$ cat config.mk
export PLATFORM = sky130hd
export DESIGN_NAME = lsb_priority_enc8
export DESIGN_NICKNAME = d
export VERILOG_FILES = /design/src/rtl/lsb_priority_enc8.sv
export SDC_FILE = /design/constraint.sdc
export NUM_CORES = 1
export LEC_CHECK = 0
export ABC_CLOCK_PERIOD_IN_PS = 1400
export BUFFER_PORTS_ARGS = -buffer_cell sky130_fd_sc_hd__clkbuf_2
export CORE_AREA = 2 2 39 41
export DETAILED_ROUTE_END_ITERATION = 6
export DIE_AREA = 0 0 41 43
export MAX_ROUTING_LAYER = met4
export SYNTH_ARGS = -nofsm -noshare
export SYNTH_HDL_FRONTEND = slang
export SYNTH_SLANG_ARGS = --single-unit
$ cat constraint.sdc
create_clock -name vclk -period 1.4
set_input_delay 0.14 -clock vclk [all_inputs]
set_output_delay 0.14 -clock vclk [all_outputs]
set_load 0.02 [all_outputs]
$ cat src/rtl/lsb_priority_enc8.sv
`default_nettype none
// +----------------------------------------------------------------------+
// | lsb_priority_enc8 : index of the lowest set bit of an 8-bit mask     |
// | Rev 1.0                                                              |
// +----------------------------------------------------------------------+
module lsb_priority_enc8 (
    input  wire logic [7:0] i_mask,
    output logic      [2:0] o_idx,
    output logic            o_valid
);

    // Scanning downward lets the lowest set bit overwrite any higher one.
    always_comb begin
        o_idx = 3'd0;
        for (int i = 7; i >= 0; i--) begin
            if (i_mask[i]) begin
                o_idx = 3'(i);
            end
        end
    end

    assign o_valid = |i_mask;

endmodule
`default_nettype wire

* After elaboration in Yosys (flattened, before gate mapping) *
Cells that the tools add are included.

operators by class
  multipliers = 0
  bitwise gates (word level) = 0
  shift-type cells = 0
  order comparisons = 0
  div/mod/pow operators = 0
  reductions and logical operators = 1
  multiplexer cells = 8
  eq/ne operators = 0
  add/sub/neg operators = 0

operators by type and width
  kind                number
  3-bit two-way mux   8
  8-bit OR reduction  1

word-level totals
  memories = 0
  bits in writable memories = 0
  output and inout port bits = 4
  latch bits = 0
  bits of input ports = 8
  flip-flop bits (word level) = 0
  word-level logic and storage cells = 9
  bits in read-only memories = 0

* Logic depth before layout (Yosys ltp) *
  depth in word-level cells = 8
  depth in mapped cells = 3
  depth with buffers taken out = 3

* Least setup slack after synthesis *
Ideal clock, no wire load.

  path kind = input to output
  start = input i_mask[4]
  end = output o_idx[0]
  data arrival time = 968 ps
  required time = 1,260 ps
  stages on the path = 1
  slack = 292 ps
  buffers on the path = 0
  path through = o41ai_1

on the way
  cells in the longest elaborated chain, start to end = 5

RTL lines
  item                            RTL line  RTL
  start, declared                 7         input wire logic [7:0] i_mask,
  3-bit two-way mux (5 in a row)  16        if (i_mask[i]) begin
  end, declared                   8         output logic [2:0] o_idx,

No other way between the ends.

* Final worst setup path *
  start = input i_mask[4]
  end = output o_idx[2]

Same word-level chain as after synthesis.

==> results.toml <==
[min_path]
worstHoldPathType = "input port to primary output"
min_from = "i_mask[0]"

[sta]
clock.fmax_ghz = 0.977
slew_headroom_pct = 81.3
tns_ns = 0
layout_setup_ws_ns = 0.377
setup_violations = 0
period_share_pct = 73.1
hold_viol_final = 0
rsz0062_at_grt = "false"
whs_ns = 0.606
tightestPinTransition_ns = 0.277
fin_crit_ns = 1.02
maxSlewViolCount = 0

[global_routing]
grt_max_degree = 4
antenna_found_initial = 0
grt_pass1_wl_um = 386
grt_pass1_vias = 117
grt_overflow = 0
grt_usage_pct = 2.97

[layout]
seq_cells = 0
clock_buffers = 0
layout.cells.non_filler = 41
diodes = 0
fillers = 166
seq_area_sq_um = 0
fin_area_sq_um = 161
layout-drive-gt1-share_pct = 52.0
nNetsFinal = 35
syn2layout_area_growth_pct = 98.5

[power_and_ir_drop]
ir_worst_vdd_uv = 26.6
clkPwrFrac_pct = 0
p_comb_share_pct = 100.0
p_int_mw = 0.0177
seq_power_share_pct = 0
switchingPower_mw = 0.0228
p_leak_nw = 0.0807
swShare_pct = 56.2
powerDensity_nw_per_um2 = 251

[worst_setup_path]
crit_start = "i_mask[4]"
end_kind = "primary output"
crit_required_ns = 1.26
cp-start-kind = "input port"
crit_arrival_ns = 0.88
path_max_fanout = 3
crit_type = "input port to primary output"

[routing]
drt_iter0_drc = 1
postRouteAntennaNets = 0
dr.pass1.iters = 2
vias_per_cell = 3.51
post-route-drc-count = 0
wl_per_cell_um = 7.61
wl_um = 312
vias = 144

[place]
dp_cells = 41
gp_congestion = 0.461
dpl_cell_area_sq_um = 161
io_buffers = 12
dp_slack_ns = 0.367

[yosys]
ys_warn_count = 0
avgSynthCellArea_sq_um = 6.26
synth_area_sq_um = 81.3
synthDistinctLibCells = 11
yosysSeqAreaShare_pct = 0
syn-num-nets = 21
synthCells = 13

[floorplanning]
die_x_um = 41
initial_utilization_pct = 5.88
fp.dieH_um = 43
row_count = 14
io_pins = 12
core_area_sq_um = 1380
die_area_sq_um = 1760

[clock_network]
post-cts-setup-buffer-count = 0
cts_resized = 0
hold_buffers = 0

[run_status]
status = "finished, final reports clean"

[run]
maxCapViolations = 0
==> cell usage after synthesis (all sizes together) <==
master	count	area share (%)
a21boi	1	9.2
o21bai	1	9.2
inv	1	4.6
nor2	3	14
nor2b	1	7.7
nand3	1	6.1
and3b	1	11
a21oi	1	6.1
o21ai	1	6.1
o41ai	1	11
nor4	1	15
==> per-layer routing <==
layer / GRT usage [%] / wire, um / vias to the layer above
met1: 2.85 / 125 / 59
met3: 1.05 / 74 / 0
met4: 0 / 0 / 0
met5: - / 0 / -
li1: - / - / 73
met2: 5.63 / 112 / 12
==> power by group through the flow <==
| stage | sequential (mW) | combinational, mW | clock, mW |
|---|---|---|---|
| global route | 0 | 0.0450 | 0 |
| floorplan | 0 | 0.0178 | 0 |
| global placement | 0 | 0.0398 | 0 |
| CTS | 0 | 0.0406 | 0 |
| finish | 0 | 0.0405 | 0 |
| detailed placement | 0 | 0.0404 | 0 |
==> critical path, stage by stage <==
cell	delay, ns
clkbuf_2	0.11
nor4_2	0.28
and3b_1	0.20
clkbuf_2	0.15
==> final timing paths <==
path	to	slack (ns)	cells after the start
worst max-delay path	o_idx[2]	0.38	4
worst min-delay path	o_idx[0]	0.61	3
==> layout by cell type, fill, tap and decap left out <==
master,netlist,final
clkbuf_2,0,12
nor2_1,3,3
o21ai_0,1,1
a21boi_0,1,1
inv_1,1,1
a21oi_1,1,1
nor2b_1,1,1
o21bai_1,1,1
o41ai_1,1,1
nor4_2,1,1
and3b_1,1,1
nand3_1,1,1
==> stage by stage <==
stage / power (mW) / util, %
5_1_grt: 0.0450 / 11.7
2_1_floorplan: 0.0178 / -
3_3_place_gp: 0.0398 / 11.7
3_5_place_dp: 0.0404 / 11.7
6_report: 0.0405 / 11.7
4_1_cts: 0.0406 / 11.7
==> layout make-up <==
cell class	count	area [sq um]	area share, %
inverter	1	3.75	2.33
timing repair buffer	12	60.1	37.2
tap	16	20.0	12.4
multi-input combinational	12	77.6	48.1
==> cell families after synthesis <==
| logic type | synth area share [%] |
|---|---|
| AOI/OAI and AO/OA | 41.5 |
| buffers and inverters | 4.61 |
| and+or+nand+nor | 53.8 |
Note: power is estimated with default switching activity, not from simulation.
